`src/rtl/rz_encoder.sv`:
```
// WS2812-class RZ encoder: 24-bit colour word sent MSB first as high/low pulses; define RZ_RESET_GAP_EN for a post-frame low gap.
// Latency: RZ_data rises one edge after the done_sig edge; each bit lasts TxH+TxL cycles, a frame 24 bits.
// Backpressure: none; done_sig is dropped while a frame (or gap) is in flight.
module rz_encoder #(
  parameter int T0H     = 20,
  parameter int T0L     = 43,
  parameter int T1H     = 40,
  parameter int T1L     = 23,
  parameter int RES_CYC = 2500
) (
  input  logic        clk,
  input  logic        rst_n,
  input  logic [23:0] RGB,
  input  logic        done_sig,
  output logic        RZ_data
);

  // Bit timings must fit the 6-bit cycle counter, the gap the 12-bit one.
  if (T0H < 1 || T1H < 1 || T0L < 1 || T1L < 1 || T0H + T0L > 64 || T1H + T1L > 64 ||
      RES_CYC < 1 || RES_CYC > 4096) begin : g_bad_params
    $error("rz_encoder: timing parameters out of counter range");
  end

`ifdef RZ_RESET_GAP_EN
  typedef enum logic [1:0] {IDLE = 2'd0, SEND = 2'd1, GAP = 2'd2} state_t;
  localparam logic [11:0] GAP_LAST = 12'(RES_CYC - 1);
  logic [11:0] gap_cnt;
`else
  typedef enum logic [1:0] {IDLE = 2'd0, SEND = 2'd1} state_t;
`endif

  localparam logic [5:0] T0H_C    = 6'(T0H);
  localparam logic [5:0] T1H_C    = 6'(T1H);
  localparam logic [5:0] T0_LAST  = 6'(T0H + T0L - 1);
  localparam logic [5:0] T1_LAST  = 6'(T1H + T1L - 1);

  state_t      state, state_nxt;
  logic [23:0] shreg;
  logic [4:0]  bit_idx;
  logic [5:0]  cyc;
  logic [5:0]  hi_len;
  logic        bit_last;
  logic        frame_last;
  logic        rz_nxt;

  always_comb begin
    hi_len     = shreg[23] ? T1H_C : T0H_C;
    bit_last   = (cyc == (shreg[23] ? T1_LAST : T0_LAST));
    frame_last = bit_last && (bit_idx == 5'd23);
  end

  always_ff @(posedge clk) begin
    if (rst_n) begin
      state   <= IDLE;
      RZ_data <= 1'b0;
    end else begin
      state   <= state_nxt;
      RZ_data <= rz_nxt;
    end
  end

  always_comb begin
    state_nxt = state;
    case (state)
      IDLE: if (done_sig) state_nxt = SEND;
`ifdef RZ_RESET_GAP_EN
      SEND: if (frame_last) state_nxt = GAP;
      GAP:  if (gap_cnt == GAP_LAST) state_nxt = IDLE;
`else
      SEND: if (frame_last) state_nxt = IDLE;
`endif
      default: state_nxt = IDLE;
    endcase
  end

  // Registered through RZ_data so bit boundaries never glitch.
  always_comb begin
    rz_nxt = (state == SEND) && (cyc < hi_len);
  end

  always_ff @(posedge clk) begin
    if (rst_n) begin
      shreg   <= '0;
      bit_idx <= '0;
      cyc     <= '0;
`ifdef RZ_RESET_GAP_EN
      gap_cnt <= '0;
`endif
    end else begin
      case (state)
        IDLE: begin
          if (done_sig) begin
            shreg   <= RGB;
            bit_idx <= '0;
            cyc     <= '0;
          end
        end
        SEND: begin
          if (bit_last) begin
            shreg   <= {shreg[22:0], 1'b0};
            bit_idx <= bit_idx + 5'd1;
            cyc     <= '0;
`ifdef RZ_RESET_GAP_EN
            gap_cnt <= '0;
`endif
          end else begin
            cyc <= cyc + 6'd1;
          end
        end
`ifdef RZ_RESET_GAP_EN
        GAP: gap_cnt <= gap_cnt + 12'd1;
`endif
        default: ;
      endcase
    end
  end

endmodule

```
`config.mk`:
```
export PLATFORM = sky130hd
export DESIGN_NAME = rz_encoder
export DESIGN_NICKNAME = d
export VERILOG_FILES = /design/src/rtl/rz_encoder.sv
export SDC_FILE = /design/constraint.sdc
export NUM_CORES = 1
export LEC_CHECK = 0
export CORE_UTILIZATION = 51
export DETAILED_ROUTE_END_ITERATION = 12
export PLACE_DENSITY = 0.86
export SYNTH_ARGS = -nofsm -noshare
export SYNTH_HDL_FRONTEND = slang
export SYNTH_SLANG_ARGS = --single-unit
```
`constraint.sdc`:
```
create_clock -name clk -period 2.8 [get_ports clk]
set_clock_uncertainty 0.2 [all_clocks]
set_input_delay 0.28 -clock clk [delete_from_list [all_inputs] [get_ports clk]]
set_output_delay 0.28 -clock clk [all_outputs]
set_load 0.01 [all_outputs]
```
==> impl_results.md, run 1 <==
- Outcome: finished, final reports clean
- Crit start category: register
- Synth async-reset ratio: 0
- # H-tree levels: 2
- Largest vdd supply drop: 0.291 mV
- Chip Height: 63.4 um
- First-pass DRT Iterations: 4
- Worst setup EP type: register
- Cell taking the most area after synthesis: dfxtp_1
- Fin. max-slew vios: 0
- PwrDens: 485 nW/um2
- Number of synthesized register bits: 37
- CTS tree: yes
- Fin crit period: 2.13 ns
- Placement-stage worst setup slack: 0.679 ns
- Synth warn: 0
- Synth Net Count: 235
- Nets: 256
- CTS root buf: clkbuf_8
- Share of layout cells above drive strength 1: 0.0848
- Antenna violations before repair: 0
- First-pass GRT wire length: 7500 um
- Core Util, Final: 0.660
- Max-cap viol count: 0
- LEAKAGE: 0.778 nW
- Vias in the first global route: 1679
- DRT antenna net count: 0
- Via count: 1699
- Crit share post-route: 0.759
- Routed vias/inst: 6.29
- Hold Crit Class: register to register
- Wire length per cell: 16.0 um
- Placeable Area: 3470 um2
- Largest net degree at the start of global routing: 26
- # setup viols final: 0
- # port buffers: 27
- Total GRT Usage: 0.239
- Hold Violations, Final: 0
- Unrepaired setup endpoints after global routing: no
- Overflow after GRT: 0
- Setup TNS: 0 ns
- Syn Area/Cell: 9.52 um2
- Post-cts resize count: 0
- Post-Syn Area: 1920 um2
- Critical path class: register to register
- Post-synth EDFFs: 0
- Drt drc: 0
- Diodes inserted: 0
- Post-CTS setup buffers: 0
- Clock Latency Late Sink: 0.29 ns
- Syn Inst Count: 202
- Area contributors post-synth: dfxtp_1, a211oi_1, mux2i_1
- Fmax: 471 MHz
- Tightest Pin Transition: 0.749 ns
- Top FF cell, synth: dfxtp_1
- Fin worst setup slack: 0.675 ns
- Sink Count: 37
- Longest Clk Path Bufs: 2
- Proportion of netlist area held by the largest area contributor: 0.385
- RePlAce Congestion: 0.826
- Total CTS buffers: 5
- IO Pins: 28
- Distinct cells, synth: 39
- Die X: 63.4 um
- Most common cell in the netlist: a211oi_1
- Worst-path clk slew: 0.07 ns
- Hold_buf cts: 0
- Required time worst endpoint: 2.79 ns
- Crit path max fanout: 19
- Drt total wl: 4310 um
- Crit path DAT: 2.12 ns
- Area added between synthesis and finish: 19.0%
- Slew HR: 0.499
- Area of the die: 4020 um2
- Placement Rows: 21
- Post-DP HPWL: 2970 um
- Leading cell types by count after synthesis: a211oi_1, dfxtp_1, mux2i_1
- Drt initial violations: 156
- Seq/Total Area, Yosys: 0.385
- Initial Util: 0.554
==> critical path, cell delays in order, from the launching register on <==
cell	delay, ns
dfxtp_1	0.49
and4_1	0.70
buf_4	0.29
a211oi_1	0.09
a211oi_1	0.25
==> metal layers <==
| metal | GRT usage | vias up | share of wire |
|---|---|---|---|
| li1 | - | 832 | - |
| met1 | 0.288 | 829 | 0.46 |
| met2 | 0.400 | 28 | 0.49 |
| met3 | 0.0435 | 10 | 0.026 |
| met4 | 0.125 | 0 | 0.024 |
| met5 | 0 | - | 0 |
==> where the power goes <==
part	switching [mW]	internal [mW]
clock	0.189	0.172
combinational	0.0805	0.0904
sequential	0.0194	0.558
total	0.289	0.820
==> path summary, 6_finish.rpt <==
kind,slack (ns),endpoint,from,cells past startpoint
worst max-delay path,0.67,shreg[10],cyc[3],4
worst min-delay path,0.31,bit_idx[1],bit_idx[1],2
worst max register to register,0.67,shreg[10],cyc[3],4
worst min register to register,0.31,bit_idx[1],bit_idx[1],2
==> kinds of logic after synthesis <==
kind of cell / Yosys count / synth area share
multiplexers: 23 / 0.120
AO/OA/AOI/OAI: 74 / 0.278
buffers and inverters: 26 / 0.0644
adder cells (fa/ha/maj): 6 / 0.0390
AND/OR/NAND/NOR: 36 / 0.114
flip-flops: 37 / 0.385
==> sequential cells by signal, indices dropped and copies added, names as in the netlist <==
| name | count |
|---|---|
| shreg | 24 |
| cyc | 6 |
| bit_idx | 5 |
| RZ_data | 1 |
| state | 1 |
==> area by class of cell <==
cell class / count / area, um2
Fill cell: 297 / 1180
Multi-Input combinational cell: 139 / 1060
Sequential cell: 37 / 741
Timing Repair Buffer: 35 / 330
Clock buffer: 6 / 72.6
Tap cell: 46 / 57.6
Inverter: 5 / 18.8
Clock inverter: 2 / 10.0
==> cell usage in the layout, fill, tap and decap left out, types with 6 or more instances in the layout <==
cell and instances:
nand2_1 6, ha_1 6, a21oi_1 6, dfxtp_1 37, nand3_1 6, mux2i_1 23
clkdlybuf4s50_1 27, buf_4 8, a211oi_1 46
==> per-stage QoR <==
stage               instances  cell area (um2)  power (mW)  hold WS, ns
detailed placement        262             2210       0.759        0.307
CTS                       270             2290        1.11        0.317
floorplan                 202             1920       0.691        0.216
global placement          262             2210       0.753        0.294
global route              270             2290        1.16        0.357
finish                    270             2290        1.11        0.312
Power figures use the tool's default switching activity.
==> run 2, diff against run 1 <==
clock period = 2 ns   (was 2.8 ns; I/O delays follow)
==> run 2 against run 1 <==
Net effect:
- via count fell by 1.4%
- die area did not move
- sequential power up 40%
- worst setup slack worse by 0.48 ns
- sequential cell count stayed put
- sequential share of layout area decreased by 0.96 points
- largest cell class unchanged
==> impl_results.md, run 2 (synthesis gave the netlist of run 1 again) <==
- Outcome: finished, final reports clean
- Clock Latency Late Sink: 0.29 ns
- Drt drc: 0
- Overflow after GRT: 0
- Top flop regs: shreg (24), cyc (6), bit_idx (5)
- Layout Cells excl Fill: 276
- Hold_buf cts: 0
- Die X: 63.4 um
- Area added between synthesis and finish: 22.6%
- Tightest Pin Transition: 0.354 ns
- Share of layout cells above drive strength 1: 0.109
- Crit share post-route: 0.905
- Slew HR: 0.758
- Placeable Area: 3470 um2
- Vias in the first global route: 1526
- PwrDens: 661 nW/um2
- Largest register FFs: 24
- Fin crit period: 1.81 ns
- Final Cell Area: 2360 um2
- Area of the die: 4020 um2
- Number of buffers and inverters on the critical path: 2
- R2r worst-path depth: 6
- Routed vias/inst: 6.07
- First-pass DRT Iterations: 4
- Sink Count: 37
- Most frequent cells in the layout: a211oi_1, dfxtp_1, clkdlybuf4s50_1
- Total GRT Usage: 0.216
- CTS root buf: clkbuf_8
- Drt total wl: 4120 um
- Largest vdd supply drop: 0.531 mV
- Crit path max fanout: 27
- Crit start category: register
- Fin worst setup slack: 0.191 ns
- Chip Height: 63.4 um
- IO Pins: 28
- Commonest non-fill, non-tap cell in the layout: a211oi_1
- Required time worst endpoint: 1.97 ns
- Antenna violations before repair: 0
- Initial Util: 0.554
- Critical path depth: 6
- Register bank with the most flops: shreg
- Via count: 1675
- LEAKAGE: 0.813 nW
- Worst setup EP type: register
- Max-cap viol count: 0
- Post-cts resize count: 0
- Largest net degree at the start of global routing: 28
- Post-DP HPWL: 2870 um
- CTS tree: yes
- Post-CTS setup buffers: 0
- RePlAce Congestion: 0.841
- Placement-stage worst setup slack: 0.221 ns
- Unrepaired setup endpoints after global routing: no
- Diodes inserted: 0
- Total CTS buffers: 5
- # setup viols final: 0
- Fin. max-slew vios: 0
- Core Util, Final: 0.680
- Longest Clk Path Bufs: 2
- # H-tree levels: 2
- DRT antenna net count: 0
- # port buffers: 27
- Max incr delay on CP: 0.43 ns
- Worst-path clk slew: 0.07 ns
- CP max stage cell: dfxtp_1
- Wire length per cell: 14.9 um
- Hold Worst Slack: 0.297 ns
- Fmax: 553 MHz
- Instance area after placement: 2280 um2
- Pwr Total: 1.56 mW
- Hold Violations, Final: 0
- Hold Crit Class: primary input to register
- Cell family with most CP delay: flip-flops
- Critical path class: register to register
- Setup TNS: 0 ns
- Chain of cells forming the critical path: inv_1 > ha_1 > and2_1 > buf_12 > a211oi_1 > a211oi_1
- Worst hold stages: 3
- Crit path DAT: 1.78 ns
- Placement Rows: 21
- Nets: 262
- CP dominant cell by count: a211oi_1
- Inst Count DP: 268
- First-pass GRT wire length: 6870 um
- Drt initial violations: 108
[run 2: cell types whose count changed in the layout (fill, tap and decap cells not counted), sizes merged]
cell,before,now
buf,8,14
[run 2: layout make-up]
type / count / area [um2]
timing repair buffer: 41 / 400
inverter: 5 / 18.8
fill: 283 / 1110
multi-input combinational: 139 / 1060
sequential: 37 / 741
clock buffer: 6 / 72.6
clock inverter: 2 / 10.0
tap: 46 / 57.6
[run 2: path summary, 6_finish.rpt]
check            from       end  slack (ns)
min reg2reg  shreg[0]  shreg[0]        0.33
max            cyc[0]  shreg[8]        0.19
min            RGB[0]  shreg[0]        0.30
max reg2reg    cyc[0]  shreg[8]        0.19
[run 2: worst min-delay path, stage by stage]
cell             delay (ns)
clkdlybuf4s50_1        0.41
nand2_1                0.07
a21oi_1                0.06
[run 2: power breakdown]
group	leakage, nW	switching, mW	total [mW]	internal (mW)
combinational	0.464	0.110	0.243	0.132
sequential	0.304	0.0271	0.807	0.780
clock	0.0450	0.268	0.509	0.241
[run 2: metal layers]
layer | GRT usage | share of wire
met4 | 0.0852 | 0.012
met5 | 0 | 0
met1 | 0.262 | 0.47
met2 | 0.368 | 0.49
met3 | 0.0435 | 0.035
